--- config.mk ---
export PLATFORM = sky130hd
export DESIGN_NAME = zeroheti_obi_arbiter
export DESIGN_NICKNAME = d
export VERILOG_FILES = /design/src/rtl/zeroheti_pkg.sv /design/src/rtl/zeroheti_id_fifo.sv /design/src/rtl/zeroheti_obi_arbiter.sv
export SDC_FILE = /design/constraint.sdc
export NUM_CORES = 1
export LEC_CHECK = 0
export BUFFER_PORTS_ARGS = -buffer_cell sky130_fd_sc_hd__buf_2
export CAP_MARGIN = 0
export CORE_AREA = 2 2 140 142
export CTS_CLUSTER_SIZE = 20
export DETAILED_ROUTE_END_ITERATION = 10
export DIE_AREA = 0 0 142 144
export PLACE_DENSITY = 0.43
export SLEW_MARGIN = 20
export SYNTH_ARGS = -nofsm -noshare
export SYNTH_HDL_FRONTEND = slang
export SYNTH_HIERARCHICAL = 1
export SYNTH_SLANG_ARGS = --single-unit
--- constraint.sdc ---
create_clock -name clk_i -period 2 [get_ports clk_i]
set_clock_uncertainty 0.05 [all_clocks]
set_input_delay 0.1 -clock clk_i [delete_from_list [all_inputs] [get_ports clk_i]]
set_output_delay 0.1 -clock clk_i [all_outputs]
set_load 0.1 [all_outputs]
--- src/rtl/zeroheti_pkg.sv ---
// Shared types and helpers for the zeroheti interconnect blocks.
package zeroheti_pkg;

  typedef enum logic {
    ArbRoundRobin = 1'b0,
    ArbFixedPrio  = 1'b1
  } arb_mode_e;

  // Index width that stays legal (>= 1 bit) for single-entry structures.
  function automatic int unsigned clog2_min1(input int unsigned n);
    return (n > 1) ? $clog2(n) : 1;
  endfunction

endpackage

--- src/rtl/zeroheti_id_fifo.sv ---
// In-order FIFO of manager indices for granted-but-unanswered transactions.
module zeroheti_id_fifo
  import zeroheti_pkg::*;
#(
  parameter int unsigned Depth = 2,
  parameter int unsigned Width = 2
) (
  input  logic             clk_i,
  input  logic             rst_i,
  input  logic             push_i,
  input  logic [Width-1:0] push_data_i,
  input  logic             pop_i,
  output logic [Width-1:0] pop_data_o,
  output logic             full_o,
  output logic             empty_o
);

  localparam int unsigned PtrW = clog2_min1(Depth);
  localparam int unsigned CntW = $clog2(Depth + 1);

  logic [Width-1:0] mem_q [Depth];
  logic [PtrW-1:0]  wr_ptr_q, rd_ptr_q;
  logic [CntW-1:0]  count_q;
  logic             push_en, pop_en;

  assign full_o     = (count_q == CntW'(Depth));
  assign empty_o    = (count_q == '0);
  assign push_en    = push_i & ~full_o;
  assign pop_en     = pop_i & ~empty_o;
  assign pop_data_o = mem_q[rd_ptr_q];

  // NOTE: sequential state uses non-blocking assignments so every register samples pre-edge values.
  always_ff @(posedge clk_i or posedge rst_i) begin
    if (rst_i) begin
      wr_ptr_q <= '0;
      rd_ptr_q <= '0;
      count_q  <= '0;
    end else begin
      if (push_en) wr_ptr_q <= (wr_ptr_q == PtrW'(Depth - 1)) ? '0 : wr_ptr_q + 1'b1;
      if (pop_en)  rd_ptr_q <= (rd_ptr_q == PtrW'(Depth - 1)) ? '0 : rd_ptr_q + 1'b1;
      case ({push_en, pop_en})
        2'b10:   count_q <= count_q + 1'b1;
        2'b01:   count_q <= count_q - 1'b1;
        default: count_q <= count_q;
      endcase
    end
  end

  // NOTE: storage is not reset; the count alone decides which entries are valid.
  always_ff @(posedge clk_i) begin
    if (push_en) mem_q[wr_ptr_q] <= push_data_i;
  end

endmodule

--- src/rtl/zeroheti_obi_arbiter.sv ---
// N-to-1 OBI arbiter: round-robin or fixed-priority, up to MaxTrans outstanding,
// in-order responses routed back to the issuing manager with zero added latency.
module zeroheti_obi_arbiter
  import zeroheti_pkg::*;
#(
  parameter int unsigned NumMgr    = 3,
  parameter int unsigned AddrWidth = 32,
  parameter int unsigned DataWidth = 32,
  parameter int unsigned MaxTrans  = 2,
  parameter arb_mode_e   Mode      = ArbRoundRobin
) (
  input  logic                                  clk_i,
  input  logic                                  rst_i,
  input  logic [NumMgr-1:0]                     mgr_req_i,
  output logic [NumMgr-1:0]                     mgr_gnt_o,
  input  logic [NumMgr-1:0][AddrWidth-1:0]      mgr_addr_i,
  input  logic [NumMgr-1:0]                     mgr_we_i,
  input  logic [NumMgr-1:0][DataWidth/8-1:0]    mgr_be_i,
  input  logic [NumMgr-1:0][DataWidth-1:0]      mgr_wdata_i,
  output logic [NumMgr-1:0]                     mgr_rvalid_o,
  output logic [DataWidth-1:0]                  mgr_rdata_o,
  output logic                                  mgr_err_o,
  output logic                                  sbr_req_o,
  input  logic                                  sbr_gnt_i,
  output logic [AddrWidth-1:0]                  sbr_addr_o,
  output logic                                  sbr_we_o,
  output logic [DataWidth/8-1:0]                sbr_be_o,
  output logic [DataWidth-1:0]                  sbr_wdata_o,
  input  logic                                  sbr_rvalid_i,
  input  logic [DataWidth-1:0]                  sbr_rdata_i,
  input  logic                                  sbr_err_i,
  output logic                                  spurious_rsp_o
);

  localparam int unsigned IdxW = $clog2(NumMgr);

  logic [NumMgr-1:0] eligible;
  logic [IdxW-1:0]   sel, sel_q, rr_ptr_q, head, idx;
  logic              lock_q, found, handshake, full, empty, pop;

  // Gating with the asynchronous reset keeps request/grant low while reset is held.
  assign eligible  = mgr_req_i & {NumMgr{~full & ~rst_i}};
  assign sbr_req_o = |eligible;
  assign handshake = sbr_req_o & sbr_gnt_i;
  assign pop       = sbr_rvalid_i & ~empty;

  // NOTE: every combinational output gets a default first so no latch is inferred.
  always_comb begin
    sel   = '0;
    idx   = '0;
    found = 1'b0;
    if (lock_q) begin
      sel = sel_q;
    end else begin
      for (int i = 0; i < NumMgr; i++) begin
        idx = IdxW'((int'(rr_ptr_q) + i) % NumMgr);
        if (!found && eligible[idx]) begin
          sel   = idx;
          found = 1'b1;
        end
      end
    end
  end

  always_comb begin
    mgr_gnt_o         = '0;
    mgr_gnt_o[sel]    = handshake;
    mgr_rvalid_o      = '0;
    mgr_rvalid_o[head] = pop;
  end

  assign sbr_addr_o     = mgr_addr_i[sel];
  assign sbr_we_o       = mgr_we_i[sel];
  assign sbr_be_o       = mgr_be_i[sel];
  assign sbr_wdata_o    = mgr_wdata_i[sel];
  assign mgr_rdata_o    = sbr_rdata_i;
  assign mgr_err_o      = sbr_err_i;
  assign spurious_rsp_o = sbr_rvalid_i & empty & ~rst_i;

  // A pending request freezes the selection so the payload stays stable until granted.
  always_ff @(posedge clk_i or posedge rst_i) begin
    if (rst_i) begin
      lock_q   <= 1'b0;
      sel_q    <= '0;
      rr_ptr_q <= '0;
    end else begin
      if (handshake) begin
        lock_q <= 1'b0;
      end else if (sbr_req_o) begin
        lock_q <= 1'b1;
        sel_q  <= sel;
      end
      if (handshake && Mode == ArbRoundRobin) begin
        rr_ptr_q <= (sel == IdxW'(NumMgr - 1)) ? '0 : sel + 1'b1;
      end
    end
  end

  zeroheti_id_fifo #(
    .Depth (MaxTrans),
    .Width (IdxW)
  ) u_id_fifo (
    .clk_i       (clk_i),
    .rst_i       (rst_i),
    .push_i      (handshake),
    .push_data_i (sel),
    .pop_i       (sbr_rvalid_i),
    .pop_data_o  (head),
    .full_o      (full),
    .empty_o     (empty)
  );

endmodule

-- After elaboration in Yosys (flattened, before gate mapping)
Memory sizes are Yosys's and may differ from the RTL's.
Cells that the tools add are included.
- register bits: 9
- latch bits: 0
- memory bits (writable): 4
- bits in read-only memories: 0
- input port bits: 247
- memories kept: 1
- memory list (memory ; depth ; bits a word ; read ports ; clocked after memory_dff ; wr ports ; line ; RTL):
    u_id_fifo.mem_q ; 2 ; 2 ; 1 ; 0 ; 1 ; zeroheti_id_fifo.sv:21 ; logic [Width-1:0] mem_q [Depth];
- $add $sub $neg: 7
- multiply operators: 0
- div/mod/pow operators: 3
- magnitude comparators: 7
- equal/unequal tests: 4
- shifts and indexed selects: 0
- mux-type cells: 34
- bitwise operators: 13
- reductions and logical operators: 11
- operators by type and width (operator ; number):
    $bmux W32 S2 ; 2
    $mod A32 B2 Y32 const B ; 2
    $mux W32 ; 2
    $mod A2 B2 Y32 const B ; 1
    $mux W1 ; 16
    $lt A2 B3 Y1 const B ; 5
    $mux W2 ; 5
    $and A3 B3 Y3 ; 3
    $bmux W1 S2 ; 4
    $bmux W4 S2 ; 1
    $and A1 B1 Y1 ; 6
    $eq A2 B2 Y1 const B ; 3
    $add A2 B1 Y2 const B ; 2
    $demux W1 S2 ; 2
    $ge A2 B1 Y1 const B ; 2
    $logic_and A1 B1 Y1 ; 4
    $mux W4 ; 1
    $not A1 Y1 ; 4
    $pmux W2 S2 ; 1
    $reduce_bool A2 Y1 ; 2
    $add A2 B1 Y3 const B ; 1
    $add A2 B2 Y3 const B ; 1
    $reduce_or A3 Y1 ; 1
    $add A1 B1 Y1 const B ; 2
    5 further kinds ; 6

-- Logic depth before layout (Yosys ltp)
Gate-level depths: netlist of the first run.
- word-level depth: 21
- gate-level depth with buffers: 10
- depth with buffers taken out: 10

-- By module
The synthesis of the first run kept the hierarchy.
- modules (own cells, without submodules) (module ; times used ; cells each ; area an instance (um2)):
    zeroheti_obi_arbiter ; 1 ; 242 ; 2070.7
    zeroheti_id_fifo ; 1 ; 25 ; 342.8

-- Worst setup path after synthesis of the first run
Ideal clock, no wire load.
- kind: flip-flop to flip-flop
- start point: register u_id_fifo.count_q[0]
- end point: register rr_ptr_q[1]
- setup time: 78 ps
- arrival time: 5727 ps
- data required time: 1872 ps
- slack: -3855 ps
- stages on the path, launching flop included: 7
- buffers on the path: 0
- period minus slack after synthesis: 5855 ps
- cells stage by stage: dfrtp_1 -> nand2b_1 -> inv_1 -> nor3_1 -> nand2_1 -> nor3b_1 -> a21o_1
- elaborated cells between the ends (all ways): 27
- RTL lines (item ; line ; RTL):
    start: declaration ; zeroheti_id_fifo.sv:23 ; logic [CntW-1:0] count_q;
    start signal: assignment ; zeroheti_id_fifo.sv:42 ; 2'b10: count_q <= count_q + 1'b1;
    start signal: assignment ; zeroheti_id_fifo.sv:43 ; 2'b01: count_q <= count_q - 1'b1;
    start signal: assignment ; zeroheti_id_fifo.sv:44 ; default: count_q <= count_q;
    $eq A2 B2 Y1 ; zeroheti_id_fifo.sv:26 ; assign full_o = (count_q == CntW'(Depth));
    net full ; zeroheti_obi_arbiter.sv:39 ; logic lock_q, found, handshake, full, empty, pop;
    $not A1 Y1 ; zeroheti_obi_arbiter.sv:42 ; assign eligible = mgr_req_i & {NumMgr{~full & ~rst_i}};
    $and A1 B1 Y1 ; zeroheti_obi_arbiter.sv:42 ;
    $and A3 B3 Y3 ; zeroheti_obi_arbiter.sv:42 ;
    $reduce_or A3 Y1 ; zeroheti_obi_arbiter.sv:43 ; assign sbr_req_o = |eligible;
    net sbr_req_o ; zeroheti_obi_arbiter.sv:23 ; output logic sbr_req_o,
    $and A1 B1 Y1 ; zeroheti_obi_arbiter.sv:44 ; assign handshake = sbr_req_o & sbr_gnt_i;
    end signal: assignment ; zeroheti_obi_arbiter.sv:94 ; rr_ptr_q <= (sel == IdxW'(NumMgr - 1)) ? '0 : sel + 1'b1;
    end: declaration ; zeroheti_obi_arbiter.sv:38 ; logic [IdxW-1:0] sel, sel_q, rr_ptr_q, head, idx;
The timed path passes the listed nets, and every way through them passes these cells. The select of a mux whose other input is x is not followed.
A chain may end at the register's enable or synchronous reset.

-- Worst setup path in the final report of the first run
- start point: register rr_ptr_q[1]
- end point: output port sbr_addr_o[0]
- longest elaborated chain between the ends: 15
- elaborated cells between the ends (all ways): 25
- RTL lines (item ; line ; RTL):
    branches (longest 11 deep; another with $mod A32 B2 Y32) ; - ;
    $mux W2 * ; zeroheti_obi_arbiter.sv:57 ; if (!found && eligible[idx]) begin
    $mux W2 * ; zeroheti_obi_arbiter.sv:52 ; if (lock_q) begin
    $bmux W32 S2 * ; zeroheti_obi_arbiter.sv:72 ; assign sbr_addr_o = mgr_addr_i[sel];
    $mux W32 (implied by the code) * ; zeroheti_obi_arbiter.sv:72 ;
    end: declaration ; zeroheti_obi_arbiter.sv:25 ; output logic [AddrWidth-1:0] sbr_addr_o,
Mark *: on every way between the ends. The select of a mux whose other input is x is not followed.

==> results of run 1 <==
## path summary, 6_finish.rpt
kind / startpoint / cells past startpoint / endpoint / slack, ps
max: rr_ptr_q[1]$_DFFE_PP0P_ / 10 / sbr_addr_o[0] / -830
min: sbr_rdata_i[13] / 0 / mgr_rdata_o[13] / 150
max reg2reg: rr_ptr_q[1]$_DFFE_PP0P_ / 13 / rr_ptr_q[0]$_DFFE_PP0P_ / -400
min reg2reg: u_id_fifo/wr_ptr_q$_DFFE_PP0P_ / 1 / u_id_fifo/wr_ptr_q$_DFFE_PP0P_ / 440
max in group asynchronous: rst_i / 4 / rr_ptr_q[0]$_DFFE_PP0P_ / 1230
min in group asynchronous: rst_i / 4 / u_id_fifo/wr_ptr_q$_DFFE_PP0P_ / 450
## sequential cells by signal, summed over array words and instances, names as in the netlist
| register | count |
|---|---|
| sel_q | 2 |
| u_id_fifo/rd_ptr_q | 1 |
| u_id_fifo/wr_ptr_q | 1 |
| u_id_fifo/count_q | 2 |
| u_id_fifo/mem_q | 4 |
| lock_q | 1 |
| rr_ptr_q | 2 |
## per-layer routing
| metal | routed length, um | vias to the layer above | global-route usage |
|---|---|---|---|
| met5 | 0 | - | 0 |
| met4 | 269 | 0 | 0.0353 |
| met1 | 5460 | 1629 | 0.144 |
| li1 | - | 1669 | - |
| met3 | 1020 | 26 | 0.0225 |
| met2 | 7880 | 169 | 0.242 |
## cell type report
cell class,count,share of cell area
timing repair buffer,386,0.481
multi-input combinational,189,0.419
sequential,13,0.0455
tap,238,0.0393
clock buffer,4,0.0104
inverter,9,0.00478
## metrics by stage
stage	setup TNS, ps	setup slack [ps]	instance area (um2)	hold slack, ps
3_5_place_dp	-37790	-655	7080	123
6_report	-57250	-828	7580	150
2_1_floorplan	-42290	-805	3940	-184
3_3_place_gp	-35070	-650	7080	119
4_1_cts	-54460	-790	7390	151
5_1_grt	-65600	-925	7580	150
## cell families (layout without fill, tap and decap cells)
family          Yosys count  count (layout)
compound gates           79              79
xor+xnor                  5               5
fa+ha+maj                 4               4
buf+inv                  65             399
flops                    13              13
mux                      72              72
simple gates             29              29
## placed cells by master, fill, tap and decap left out, types with 2 or more instances in the layout
cell and instances:
buf_16 3, buf_8 4, dfrtp_1 9, mux2i_2 16, xor2_1 2, o2bb2ai_4 69
nand2b_1 2, nor3_4 3, mux2i_1 51, xnor2_1 3, nor2_1 7, mux2_2 3
nand2_1 3, mux2i_4 2, buf_4 61, buf_12 92, inv_2 2, a21o_1 2
edfxtp_1 4, and3_1 2, nand3_1 2, clkbuf_16 5, nor3b_4 4, inv_1 6
buf_2 218, buf_6 4
## worst max-delay path, stage by stage (launching register included)
cell,delay [ps]
dfrtp_1,410
ha_4,290
inv_2,40
maj3_2,300
a22oi_2,210
buf_4,170
buf_2,240
buf_4,200
mux2i_1,310
o2bb2ai_4,100
buf_12,170
## repair_timing
action                                  4_1_cts  5_1_grt
buffers inserted                              8       12
gates resized for setup                      23       21
endpoints found under the setup margin       75       80
gates cloned                                  2        3
hold buffers                                  1        0
pin swaps                                     5        9
hold endpoints to repair                      9        0
==> metrics.txt, run 1 <==
total die area=20,400 um2; initial antenna violation count=0; gr ovfl total=0; diode count=0; htree depth=1; Starting Density=0.127; Yosys reg bits=13; clk buf depth=2; Rel. slew slack=0.647; DR vias/cell=around 4.2; main combinational cell family by area after synthesis=multiplexers; dpl cells=just over 800; compound-cell area share of the yosys netlist=0.285; Setup crit start kind=register; vias in the first global route=3,740; failing checks=negative setup slack; CTS Buf Count=3; Worst Setup End Kind=output pin; area of the mapped netlist=2410 um2; GP Congestion=between 0.7 and 0.8; WS Path Type=register to output pin; setup ws final=-828 ps; Post-synth top cells=mux2i_1 (69), o2bb2ai_1 (69), buf_4 (40); final wirelength=roughly 15,000 um; row cnt=51; post-synth top area share=0.286; Core Area=19,100 um2; Crit path required time=~1900 ps; Reg area=approximately 350 um2; top_reg_cell synth=dfrtp_1; IO Port Bufs=290; Synth area leader=mux2i_1; drt first pass iters=4; Tmin final=around 2800 ps; max_cap viols=0; Worst-Margin Slew=between 500 and 600 ps; WL/cell=17.4 um; die height=144 um; fin util=0.397; fraction of layout cells with a size suffix above 1=0.832; outcome=finished with violations; post-synth cell types=33; Post-Syn Instances=267; Fmax=0.354 GHz; period utilization=1.41; largest net degree at the start of global routing=13; first-pass GRT wire length=around 20,000 um; Post-Synth XOR/XNOR Area=0.0181; Final HPWL DP=12,000 um; CTS Sinks=13; Post-Synth Simple-Gate Area=0.0638; Ports=around 360; Clock transition at path regs=40 ps; Vias=around 3.5k; Pins Over Slew Limit=0; clock latency on the worst-skew pair=240 ps; Area contributors post-synth=mux2i_1 (29%), o2bb2ai_1 (25%), buf_4 (12%), dfrtp_1 (9.3%), edfxtp_1 (5.0%); drc violations=0; DRT iter0 DRCs=55; Area Growth Syn to Fin=214%; crit-path max FO=6; final setup fails=75; RSZ-0062 raised after global routing=true; CTS tree=done; aggregate global-route resource usage=0.127; root buffer cell=clkbuf_16; Layout Cells excl Fill=approximately 840; Yosys Warn Count=6; multi-input logic area=3180 um2; Post-synth EDFFs=4; Die Wd=142 um; adder and majority cell fraction of the synthesized area=0.0197; post-route ant nets=0; Hold Path Class=primary input to output pin; Final #Nets=852; Post-Syn Nets=517; Worst EP arrival=~2700 ps; Async SR Flop Fraction=0.692; post-synthesis mux area share=0.300; sequential-to-total area share from yosys stat=0.143; Fin. Hold Viols=0; Synth Area per Inst=roughly 9.0 um2; number of fill cells=1,802
Power of run 1 is left out: the tool's default activity adds up to more than one toggle a clock period on the data nets, which glitch-free logic cannot reach.
==> inputs of run 2 (changes only) <==
SKIP_LAST_GASP = 1   (was unset)
==> run 2 against run 1 <==
The flow still finishes with violations (negative setup slack); sequential cell count stayed put; via count decreased by 0.54%; first-iteration DRC count shrank 18%; routed wire length increased by 0.62%.
==> metrics.txt, run 2 (synthesis results as in run 1) <==
Worst Setup End Kind=output pin; CTS Sinks=13; Ports=approximately 360; period utilization=1.38; Fin. Hold Viols=0; highest metal used=met4; Final #Nets=between 800 and 900; root buffer cell=clkbuf_16; Core Area=19,100 um2; clock latency on the worst-skew pair=240 ps; aggregate global-route resource usage=0.127; RSZ-0062 raised after global routing=true; Reg2Reg Depth=10; Hold Startpoint=sbr_rdata_i[13]; final wirelength=approximately 15,000 um; commonest non-fill, non-tap cell in the layout=buf_2; Vias=3,474; DR vias/cell=4.17; WL met2=8010 um; Worst path max stage delay=between 300 and 400 ps; diode count=0; Largest register FFs=4; WS Path Type=register to output pin; Metal-1 WL=between 5000 and 6000 um; Routed met3 length=947 um; DRT iter0 DRCs=45; CTS tree=done; CP max stage cell=dfrtp_1; setup ws final=-765 ps; post-route ant nets=0; worst hold stages=0; Final HPWL DP=between 10,000 and 15,000 um; gr ovfl total=0; Die Wd=142 um; GP Congestion=slightly below 0.8; htree depth=1; hold endpoint=mgr_rdata_o[13]; crit-path most repeated cell=buf_12; Worst-Margin Slew=522 ps; commonest cells after routing, fill and taps aside=buf_2 (217), buf_12 (91), o2bb2ai_4 (69); largest net degree at the start of global routing=13; CP cell instances=inv_2 > ha_4 > buf_6 > a21oi_4 > o2111ai_2 > a22oi_2 > buf_6 > buf_12 > a21oi_4 > buf_12 > clkbuf_16 > o2bb2ai_4 > buf_12; total die area=20,400 um2; Area Growth Syn to Fin=221%; outcome=finished with violations; first-pass GRT wire length=20,100 um; Most flops, register=u_id_fifo/mem_q; Rel. slew slack=0.649; WL/cell=17.7 um; Starting Density=0.127; IO Port Bufs=290; drt first pass iters=4; final setup fails=76; Worst EP arrival=2620 ps; crit-path max FO=8; clk buf depth=2; Fmax=0.362 GHz; vias in the first global route=3,731; flop-to-flop setup slack=-380 ps; die height=144 um; CTS Buf Count=3; initial antenna violation count=0; Pins Over Slew Limit=0; RR Startpoint=rr_ptr_q[1]$_DFFE_PP0P_; Hold Path Class=primary input to output pin; final hold slack=150 ps; Setup crit start kind=register; Clock transition at path regs=40 ps; number of fill cells=1,778; kind of cell adding the most delay to the critical path=buffers and inverters; Tmin final=2770 ps; row cnt=between 50 and 60; RR Endpoint=rr_ptr_q[1]$_DFFE_PP0P_; failing checks=negative setup slack; fraction of layout cells with a size suffix above 1=0.862; Buf/Inv on CP=7; Crit path required time=1850 ps; max_cap viols=0; drc violations=0
[run 2: cell types whose count changed in the layout (fill, tap and decap cells not counted), moves of 2 or more]
cell / delta
buf_6: +8
mux2i_1: -19
buf_4: -12
mux2i_2: +10
buf_8: -2
mux2i_4: +9
[run 2: worst register-to-register path, stage by stage (launching register included)]
cell     delay [ps]
dfrtp_1         410
ha_4            290
inv_2            40
o311a_1         300
buf_4           140
o31ai_4         320
buf_12          210
buf_6           160
nor3b_4          60
buf_4           140
a21o_1          150
[run 2: layer usage]
layer	GRT usage	vias to the layer above
met3	0.0222	28
met5	0	-
met1	0.145	1621
li1	-	1662
met4	0.0337	0
met2	0.243	163
[run 2: how the worst max path moves through the flow]
stage / from / depth (start not counted) / slack [ps] / endpoint
after floorplan: u_id_fifo/count_q[0]$_DFFE_PP0P_ / 6 / -810 / rr_ptr_q[1]$_DFFE_PP0P_
after global placement: rr_ptr_q[1]$_DFFE_PP0P_ / 10 / -650 / sbr_we_o
after detailed placement: rr_ptr_q[1]$_DFFE_PP0P_ / 10 / -660 / sbr_we_o
after CTS: rr_ptr_q[1]$_DFFE_PP0P_ / 12 / -790 / sbr_wdata_o[11]
after global routing: rr_ptr_q[0]$_DFFE_PP0P_ / 13 / -880 / sbr_addr_o[3]
final: rr_ptr_q[0]$_DFFE_PP0P_ / 13 / -770 / sbr_addr_o[3]
[run 2: what timing repair did]
item,in CTS,in global routing
hold buffers,1,0
resized for setup,21,53
hold endpoints to repair,9,0
endpoints found under the setup margin,75,80
pin swaps,5,11
cloned,2,3
buffers inserted,8,7
[run 2: cell type report]
class,instances,area [um2],area share
clock buffer,4,78.8,0.0102
multi-input combinational,189,3340,0.431
inverter,9,36.3,0.00469
timing repair buffer,380,3640,0.471
tap,238,298,0.0385
sequential,13,345,0.0446
[run 2: metrics by stage]
stage | setup WS, ps | TNS (ps) | cells | cell area (um2) | util
4_1_cts | -790 | -54520 | 825 | 7380 | 0.387
2_1_floorplan | -805 | -42290 | 267 | 3940 | -
3_3_place_gp | -650 | -35070 | 810 | 7080 | 0.371
5_1_grt | -877 | -61630 | 833 | 7740 | 0.406
3_5_place_dp | -655 | -37790 | 810 | 7080 | 0.371
6_report | -765 | -52680 | 833 | 7740 | 0.406
Power of run 2 is left out for the same reason.
